--- config.mk ---
export PLATFORM = sky130hd
export DESIGN_NAME = four_bit_mux_arbiter
export DESIGN_NICKNAME = d
export VERILOG_FILES = /design/src/rtl/four_bit_mux_arbiter.sv
export SDC_FILE = /design/constraint.sdc
export NUM_CORES = 1
export LEC_CHECK = 0
export BUFFER_PORTS_ARGS = -buffer_cell sky130_fd_sc_hd__buf_2
export CORE_MARGIN = 8
export CORE_UTILIZATION = 30
export CTS_CLUSTER_DIAMETER = 60
export CTS_CLUSTER_SIZE = 16
export DETAILED_ROUTE_END_ITERATION = 16
export PLACE_DENSITY = 0.49
export SLEW_MARGIN = 10
export SYNTH_ARGS = -nofsm -noshare
export SYNTH_HDL_FRONTEND = slang
export SYNTH_SLANG_ARGS = --single-unit
--- constraint.sdc ---
create_clock -name clk -period 5.4 [get_ports clk]
set_input_delay 0.81 -clock clk [delete_from_list [all_inputs] [get_ports clk]]
set_output_delay 0.81 -clock clk [all_outputs]
set_load 0.05 [all_outputs]
--- src/rtl/four_bit_mux_arbiter.sv ---
// Round-robin arbiter sharing a 4-bit 2:1 mux between two req/gnt requesters,
// with a burst limit and a one-entry valid/ready output register.
module four_bit_mux_arbiter #(
  parameter int unsigned MAX_BURST = 4
) (
  input  logic       clk,
  input  logic       reset,
  input  logic       req_0,
  input  logic [3:0] In_0,
  input  logic       req_1,
  input  logic [3:0] In_1,
  output logic       gnt_0,
  output logic       gnt_1,
  output logic       Select,
  output logic [3:0] Out,
  output logic       out_valid,
  input  logic       out_ready
);

  localparam int unsigned CNT_W = 4;

  typedef enum logic [1:0] {
    IDLE   = 2'd0,
    SERVE0 = 2'd1,
    SERVE1 = 2'd2
  } state_t;

  state_t           state;
  state_t           state_nxt;
  state_t           other_state;
  logic [CNT_W-1:0] burst_cnt;
  logic [CNT_W-1:0] burst_nxt;
  logic [CNT_W-1:0] cnt_inc;
  logic             last_served;
  logic             last_nxt;
  logic             select_nxt;
  logic             can_accept;
  logic             xfer;
  logic             mine;
  logic             other;

  assign can_accept = !out_valid || out_ready;

  // Next-state, grant and burst bookkeeping.
  always_comb begin
    state_nxt   = state;
    burst_nxt   = burst_cnt;
    last_nxt    = last_served;
    select_nxt  = Select;
    gnt_0       = 1'b0;
    gnt_1       = 1'b0;
    xfer        = 1'b0;
    mine        = 1'b0;
    other       = 1'b0;
    other_state = IDLE;
    cnt_inc     = burst_cnt + CNT_W'(1);

    case (state)
      IDLE: begin
        burst_nxt = '0;
        if (req_0 && req_1) begin
          state_nxt = last_served ? SERVE0 : SERVE1;
        end else if (req_0) begin
          state_nxt = SERVE0;
        end else if (req_1) begin
          state_nxt = SERVE1;
        end
      end
      SERVE0, SERVE1: begin
        mine        = (state == SERVE1) ? req_1 : req_0;
        other       = (state == SERVE1) ? req_0 : req_1;
        other_state = (state == SERVE1) ? SERVE0 : SERVE1;
        gnt_0       = (state == SERVE0) && req_0 && can_accept;
        gnt_1       = (state == SERVE1) && req_1 && can_accept;
        xfer        = gnt_0 || gnt_1;
        if (!mine) begin
          burst_nxt = '0;
          state_nxt = other ? other_state : IDLE;
        end else if (xfer) begin
          last_nxt = (state == SERVE1);
          // Burst limit: hand over if the other side waits, otherwise restart the count.
          if (cnt_inc == CNT_W'(MAX_BURST)) begin
            burst_nxt = '0;
            if (other) begin
              state_nxt = other_state;
            end
          end else begin
            burst_nxt = cnt_inc;
          end
        end
      end
      default: begin
        state_nxt = IDLE;
        burst_nxt = '0;
      end
    endcase

    // Select follows the serving state and holds through IDLE.
    case (state_nxt)
      SERVE0:  select_nxt = 1'b0;
      SERVE1:  select_nxt = 1'b1;
      default: select_nxt = Select;
    endcase
  end

  // State and output registers.
  always_ff @(posedge clk) begin
    if (reset) begin
      state       <= IDLE;
      burst_cnt   <= '0;
      last_served <= 1'b1;
      Select      <= 1'b0;
      Out         <= 4'b0000;
      out_valid   <= 1'b0;
    end else begin
      state       <= state_nxt;
      burst_cnt   <= burst_nxt;
      last_served <= last_nxt;
      Select      <= select_nxt;
      if (xfer) begin
        Out       <= Select ? In_1 : In_0;
        out_valid <= 1'b1;
      end else if (out_ready) begin
        out_valid <= 1'b0;
      end
    end
  end

endmodule

# Yosys cells after proc, flatten, opt, wreduce, memory -nomap -nowiden
# Cells that the tools add are included.
# word_totals
register_bits	13
in_bits	13
out_inout_bits	8
word_cells	49
# op_classes
addsub	1
n_eq_ne	5
mux	21
bitwise	2
n_reduce_logical	14
# op_table
op	n
2-bit two-way mux	10
4-bit two-way mux	2
1-bit two-way mux	7
1-bit logical AND	5
4-bit by 1-bit adder with 4-bit output, second input constant	1
2-bit by 1-bit equality test with 1-bit output, second input constant	2
2-bit equality test, second input constant	2
4-bit by 3-bit equality test with 1-bit output, second input constant	1
2-bit one-hot mux with 2 select lines	1
2-bit nonzero test	2
3-bit AND reduction	1
3-bit OR reduction	1
2-bit zero test	1
1-bit logical OR	2
1-bit inverter	2
1-bit one-hot mux with 2 select lines	1
2-bit OR reduction	1
1-bit zero test	1

# Depth between registers and ports, before layout
# Gate-level depths: netlist of the first run.
# depth
depth_word	9
mapped_depth	10
depth_no_buf	10

# Worst setup path before layout of the first run
# No wires, ideal clock.
# synth_path
path_kind	in2out
start	input port out_ready
end	output port gnt_1
arrival_ns	1.761
t_required_ns	4.590
setup_slack_ns	2.829
cell_stages	3
n_path_buf	0
cell_sequence	nand2b_1 -> nand2_1 -> nor2_1
# synth_between
elab_chain_len	3
# synth_rtl
element	line	source
from (decl)	17	input logic out_ready
1-bit logical OR	42	assign can_accept = !out_valid || out_ready;
1-bit logical AND	74	gnt_1 = (state == SERVE1) && req_1 && can_accept;
1-bit two-way mux	58	case (state)
to (decl)	13	output logic gnt_1,
# Every way passes these cells.

# Final worst setup path of the first run
# layout_path
start	register state[0]
end	output port gnt_1
# layout_between
elab_chain_len	4
word_cells_on_any_way	6
cone_classes	2 x eq/ne; 1 x mux; 3 x reduce/logical
# layout_rtl
element	line	source
from (decl)	28	state_t state;
from (signal assigned)	116	state <= state_nxt;
2-bit equality test	58, 74	
1-bit logical AND (2 in series)	74	
1-bit two-way mux (*)	58	
# Every way passes the cells marked *; elsewhere a longest branch is shown, timed or not.

==> impl_metrics.toml, run 1 <==
[outcome]
run_status = "complete, no violations"

[synthesis]
synth.yosys.seq_area_share = 0.294
post_synth_and_or_nand_nor_area_fraction = 0.220
postSynthAreaPerCell_um2 = 8.60
share_of_the_synthesized_area_in_compound_gates_ao_oa_aoi_oai = 0.232
synth-warning-count = 0
synth-seq-cells = 13
post_synth_instance_area_um2 = 886
synth.mux.area_fraction = 0.0932
syn_nets = 123
synth_fa_ha_area_frac = 0.0989
xor_xnor_fraction_of_synth_area = 0.0198
main_combinational_cell_family_by_area_after_synthesis = "compound AO/OA/AOI/OAI gates"
yosysUniqueCellTypes = 38
synth_cells = 103

[route]
vias_after_detailed_routing = 804
route.detailed.vias_per_inst = 5.22
finalWirelength_mm = 1.98
detail_route.wl_per_cell_um = 12.9
drtAntennaViolNets = 0
number_of_search_and_repair_iterations_in_the_first_detailed_routing_pass = 4
drt_first_iter_violations = 67
route.detailed.drc = 0

[floorplan]
boundary_pins = 21
floorplan.initialDensity = 0.318
die_height_um = 70.3
core-area_um2 = 2780
dieWidth_um = 70.3
dieArea_um2 = 4950
fp-row-count = 19

[sta]
slew_violations = 0
finalSetupViolCount = 0
finalHoldViolations = 0
slew_headroom = 0.712
totalNegativeSetupSlack_ns = 0
post-route-min-period_ns = 2.57
grt_setup_unrepaired = "no"
finalCritPeriodShare = 0.477
max_slew.worst_pin.slew_ns = 0.432
timing.fmax_ghz = 0.389
clock-skew-final_ns = 0.00407

[clocking]
cts-htree-levels = 1
clk_latency_ns = 0.27
post_cts.repair.setup_buffers = 0
cts_hold_repair.buffers = 0
clk_pin_slew_worst_paths_ns = 0.08
postCtsResizedCells = 0
clock_sink_count = 13
clock_tree.root_cell = "clkbuf_4"
cts_made_buffers = 3
clockBufferDepth = 2
cts_tree = "yes"

[layout]
utilization = 0.371
layout-drive-gt1-share = 0.268
area_growth_synth_to_finish_pct = 16.4
filler_cell_count = 298
num_antenna_cells = 0
layout.nets = 144

[min_path]
hold_path.startpoint = "last_served$_SDFFE_PP1P_"
min_path_type = "flop to flop"

[grt]
grt.total_usage = 0.0834
vias_in_the_first_global_route = 801
grt_pass1_wl_mm = 3.51
global_route.overflow_total = 0
largest_net_degree_at_the_start_of_global_routing = 13
grt_antenna_before_repair = 0

[setup_path]
worst_path_max_delay_cell = "dfxtp_1"
crit_required_ns = 4.59
critPathLaunch = "state[0]$_SDFF_PP0_"
cpPeakStageDelay_ns = 0.46
reg2reg_from = "state[0]$_SDFF_PP0_"
crit_chain = "inv_1 > ha_1 > nand2_1 > nor2_1 > buf_2"
critPathCaptureType = "primary output"
worst-setup-path-type = "flop to primary output"
timing.critical_path.fanout_max = 7
critPathLaunchType = "flop"
timing.critical_path.arrival_ns = 1.76

[place]
post-dp-hpwl_mm = 1.54
globalplace.congestion = 0.830
port_buffers = 20

[power_and_ir_drop]
p_int_uw = 172
share_comb_of_total_power = 0.373
total_leakage_power_uw = 0.000407
netSwitchingPower_uw = 104
powerDensity_nw_per_um2 = 268
power.sequential.fraction = 0.411
vdd.ir_drop.worst_mv = 0.163
switching_share = 0.377
power.share.clock = 0.216

[job]
drv_cap = 0
-- cells by family after synthesis --
family | after synthesis
compound gates | 26
buf+inv | 8
mux | 8
xor+xnor | 2
simple gates | 39
fa+ha+maj | 7
flops | 13
-- flip-flops by register name, summed over array words and instances (netlist names) --
| signal | count |
|---|---|
| burst_cnt | 4 |
| state | 2 |
| out_valid | 1 |
| Select | 1 |
| Out | 4 |
| last_served | 1 |
-- cell usage in the layout, fill, tap and decap left out --
| master | netlist | routed |
|---|---|---|
| and3b_1 | 1 | 1 |
| a311oi_1 | 1 | 1 |
| a21oi_2 | 2 | 2 |
| xnor2_1 | 2 | 2 |
| a31o_1 | 1 | 1 |
| o21ai_0 | 2 | 2 |
| nor2_1 | 13 | 13 |
| inv_4 | 1 | 1 |
| nor2b_2 | 1 | 1 |
| nor3_2 | 1 | 1 |
| mux2i_1 | 6 | 6 |
| or2_0 | 1 | 1 |
| o2111ai_1 | 1 | 1 |
| inv_1 | 3 | 3 |
| a31oi_1 | 1 | 1 |
| nand3_1 | 4 | 4 |
| o21ai_1 | 1 | 1 |
| nand2b_1 | 4 | 4 |
| a211oi_1 | 5 | 5 |
| mux2_2 | 1 | 1 |
| a311oi_2 | 1 | 1 |
| a21bo_4 | 1 | 1 |
| dfxtp_1 | 13 | 13 |
| a22o_2 | 1 | 1 |
| a21oi_1 | 4 | 4 |
| a211o_1 | 1 | 1 |
| mux2_1 | 1 | 1 |
| nand2_1 | 11 | 11 |
| o2bb2ai_1 | 1 | 1 |
| o22a_1 | 1 | 1 |
| a21boi_1 | 1 | 1 |
| clkbuf_1 | 2 | 1 |
| a22oi_1 | 1 | 1 |
| or3_4 | 1 | 1 |
| clkbuf_4 | 0 | 3 |
| ha_1 | 7 | 7 |
| buf_2 | 1 | 20 |
| nand3b_1 | 2 | 2 |
-- final timing paths --
| check | endpoint | slack, ns | depth (start not counted) |
|---|---|---|---|
| worst max-delay path | gnt_1 | 2.83 | 5 |
| worst min-delay path | last_served$_SDFFE_PP1P_ | 0.47 | 1 |
| worst min register to register | last_served$_SDFFE_PP1P_ | 0.47 | 1 |
| worst max register to register | Select$_SDFFE_PP0P_ | 3.05 | 9 |
-- power groups by stage --
stage          logic, uW  clock network, uW  registers [uW]
2_1_floorplan       67.6                  0             128
3_3_place_gp         103                  0             115
3_5_place_dp         103                  0             116
4_1_cts              103               64.4             114
5_1_grt              115               68.7             115
6_report             103               59.6             114
-- final cells by class --
class / instances / area, um2 / share of cell area
multi-input combinational: 82 / 588 / 0.570
clock buffer: 4 / 26.3 / 0.0255
inverter: 4 / 17.5 / 0.0170
sequential: 13 / 260 / 0.252
tap: 31 / 38.8 / 0.0376
timing repair buffer: 20 / 100 / 0.0971
-- metrics by stage --
step,hold WS [ns],setup slack [ns],total power (uW),cell area [um2],std cells
6_report,0.472,2.83,276,1030,154
4_1_cts,0.478,2.80,281,1030,154
2_1_floorplan,0.436,2.83,196,886,103
3_3_place_gp,0.466,2.86,218,1000,150
5_1_grt,0.512,2.68,298,1030,154
3_5_place_dp,0.458,2.84,218,1000,150
-- critical path: cells and delay by family (launching register included) --
kind | cells | cell delay [ns]
buffers and inverters | 2 | 0.38
AND/OR/NAND/NOR | 2 | 0.26
adder cells (fa/ha/maj) | 1 | 0.39
flip-flops | 1 | 0.46
-- per-layer routing --
layer	GRT usage	share of wire	vias to the layer above
met2	0.115	0.40	31
met1	0.106	0.50	362
met3	0.0367	0.095	2
met4	0.0424	0.0086	0
met5	0	0	-
li1	-	-	409
-- cells in the mapped netlist --
cell        n  area [um2]
o21ai_1     1        5.00
o21ai_0     2        10.0
nand2_1    11        41.3
dfxtp_1    13         260
nor2_1     13        48.8
o22a_1      1        8.76
clkbuf_1    2        7.51
xnor2_1     2        17.5
or2_0       1        6.26
mux2_2      1        11.3
a211oi_1    5        37.5
mux2i_1     6        60.1
and3b_1     1        8.76
buf_2       1        5.00
o2111ai_1   1        8.76
a211o_1     1        8.76
mux2_1      1        11.3
nor2b_2     1        8.76
nand2b_1    4        25.0
nand3_1     4        20.0
a22o_2      1        10.0
a21bo_4     1        16.3
inv_4       1        6.26
a311oi_1    1        8.76
a31oi_1     1        6.26
buf_4       1        7.51
ha_1        7        87.6
nand3b_1    2        15.0
a21boi_1    1        7.51
a311oi_2    1        15.0
a22oi_1     1        7.51
a21oi_1     4        20.0
inv_1       3        11.3
a21oi_2     2        17.5
nor3_2      1        10.0
or3_4       1        11.3
a31o_1      1        8.76
o2bb2ai_1   1        8.76
(Power assumes the default switching activity.)
==> inputs of run 2 (changes only) <==
- ABC_AREA: unset -> 1
- PLACE_DENSITY: 0.49 -> 0.51
- clock period: 5.4 -> 2.1 ns (I/O delays scaled with it)
==> impl_metrics.toml, run 2 <==
[route]
drt_first_iter_violations = 24
number_of_search_and_repair_iterations_in_the_first_detailed_routing_pass = 4
vias_after_detailed_routing = 817
route.detailed.drc = 0
drtAntennaViolNets = 0
finalWirelength_mm = 1.92
detail_route.wl_per_cell_um = 10.5
route.detailed.vias_per_inst = 4.49

[sta]
finalSetupViolCount = 0
max_slew.worst_pin.slew_ns = 0.254
slew_headroom = 0.832
finalHoldViolations = 0
grt_setup_unrepaired = "no"
slew_violations = 0
clock-skew-final_ns = 0.00343
totalNegativeSetupSlack_ns = 0
finalCritPeriodShare = 0.941
post-route-min-period_ns = 1.98
final_critical_path_setup_slack_ns = 0.123
timing.fmax_ghz = 0.506

[setup_path]
critPathCaptureType = "primary output"
timing.critical_path.arrival_ns = 1.66
timing.critical_path.fanout_max = 5
worst-setup-path-type = "flop to primary output"
crit_required_ns = 1.78
critPathLaunchType = "flop"

[place]
globalplace.congestion = 0.794
port_buffers = 20
cell_count_after_placement = 178
post-dp-hpwl_mm = 1.59
dpl_worst_slack_ns = 0.0920

[floorplan]
die_height_um = 68.3
floorplan.initialDensity = 0.306
boundary_pins = 21
fp-row-count = 19
dieWidth_um = 68.3
core-area_um2 = 2690
dieArea_um2 = 4670

[power_and_ir_drop]
p_int_uw = 435
design_power_total_uw = 726
total_leakage_power_uw = 0.000521
power.sequential.fraction = 0.402
netSwitchingPower_uw = 291
power.share.clock = 0.209
switching_share = 0.400
powerDensity_nw_per_um2 = 702
vdd.ir_drop.worst_mv = 0.447
share_comb_of_total_power = 0.390

[layout]
post_layout_nonfiller_instances = 182
layout-drive-gt1-share = 0.311
num_antenna_cells = 0
layout_commonest_cell = "nand2_1"
layout_top_registers = "Out: 4 flops, burst_cnt: 4 flops, state: 2 flops"
utilization = 0.385
layout.nets = 172
filler_cell_count = 289
mostFrequentLayoutCells = "36 x nand2_1, 19 x buf_2, 15 x inv_1"
area_growth_synth_to_finish_pct = 25.9

[grt]
grt_pass1_wl_mm = 3.41
vias_in_the_first_global_route = 814
largest_net_degree_at_the_start_of_global_routing = 9
grt.total_usage = 0.0928
global_route.overflow_total = 0
grt_antenna_before_repair = 0

[job]
drv_cap = 0

[clocking]
cts-htree-levels = 1
clock_sink_count = 13
clockBufferDepth = 2
cts_made_buffers = 3
cts_tree = "yes"
clk_pin_slew_worst_paths_ns = 0.08
clk_latency_ns = 0.27
clock_tree.root_cell = "clkbuf_4"
cts_hold_repair.buffers = 0

[synthesis]
synth_top_flop_cell = "dfxtp_1"
post_synth_instance_area_um2 = 821
postSynth.asyncResetShare = 0
synthMostInstantiatedCell = "nand2_1"
cells_taking_the_most_area_after_synthesis = "dfxtp_1 32%, nand2_1 17%, ha_1 11%"
postSynthAreaPerCell_um2 = 6.73
synth-seq-cells = 13
yosysUniqueCellTypes = 20
synth.yosys.seq_area_share = 0.317
post-synth-top-area-fraction = 0.317
syn_nets = 142
synth-warning-count = 0
synth_enable_flop_cells = 0
post_synth_most_frequent_cells = "37 x nand2_1, 16 x inv_1, 13 x dfxtp_1"
synth_cells = 122
synth_top_area_cell = "dfxtp_1"

[min_path]
min_path_type = "input pin to flop"

[outcome]
run_status = "complete, no violations"
-- run 2: what timing repair did --
| action | in CTS | in global routing |
|---|---|---|
| gates resized for setup | 0 | 7 |
| setup endpoints to repair | 0 | 2 |
| buffers inserted | 0 | 0 |
-- run 2: logic make-up (layout without fill, tap and decap cells) --
kind of cell / Yosys count / count (layout) / synth area share
buffers and inverters: 21 / 50 / 0.0960
and+or+nand+nor: 62 / 62 / 0.346
DFF: 13 / 13 / 0.317
adders and majority gates: 7 / 7 / 0.107
AOI/OAI and AO/OA: 19 / 19 / 0.134
-- run 2: final timing paths --
kind                                  from                  endpoint  slack [ns]  cells past startpoint
setup reg to reg       state[0]$_SDFF_PP0_       Select$_SDFFE_PP0P_        0.14                     12
hold / removal                       reset       state[0]$_SDFF_PP0_        0.23                      2
setup / recovery       state[0]$_SDFF_PP0_                     gnt_1        0.12                      6
hold reg to reg   last_served$_SDFFE_PP1P_  last_served$_SDFFE_PP1P_        0.49                      2
-- run 2: cell type report --
type                    count  area (um2)  share of cell area
clock buffers               4        26.3              0.0254
inverters                  21        78.8              0.0763
multi-input cells          88         487               0.471
flip-flops and latches     13         263               0.254
well taps                  31        38.8              0.0375
repair buffers             25         140               0.136
-- run 2: per-stage QoR --
stage                     area (um2)  hold WS [ns]
final                           1030         0.225
after global routing            1030         0.221
after CTS                       1020         0.218
after detailed placement         997         0.482
after global placement           997         0.480
after floorplan                  821         0.382
-- run 2: worst max-delay path, stage by stage, from the launching register on --
cell	delay (ns)
dfxtp_2	0.34
inv_1	0.05
buf_4	0.14
ha_1	0.29
inv_1	0.11
nor2_1	0.19
clkbuf_4	0.27
-- run 2: per-layer routing --
metal | vias to the layer above | track usage | wire [um]
met5 | - | 0 | 0
met4 | 0 | 0.0230 | 0
met3 | 0 | 0.0344 | 76
met2 | 13 | 0.159 | 926
met1 | 358 | 0.106 | 916
li1 | 446 | - | -
-- run 2: power by group through the flow --
| stage | Sequential [uW] | Clock [uW] | Combinational (uW) |
|---|---|---|---|
| 4_1_cts | 291 | 161 | 281 |
| 2_1_floorplan | 343 | 0 | 155 |
| 5_1_grt | 295 | 173 | 319 |
| 6_report | 291 | 151 | 283 |
| 3_5_place_dp | 296 | 0 | 280 |
| 3_3_place_gp | 296 | 0 | 277 |
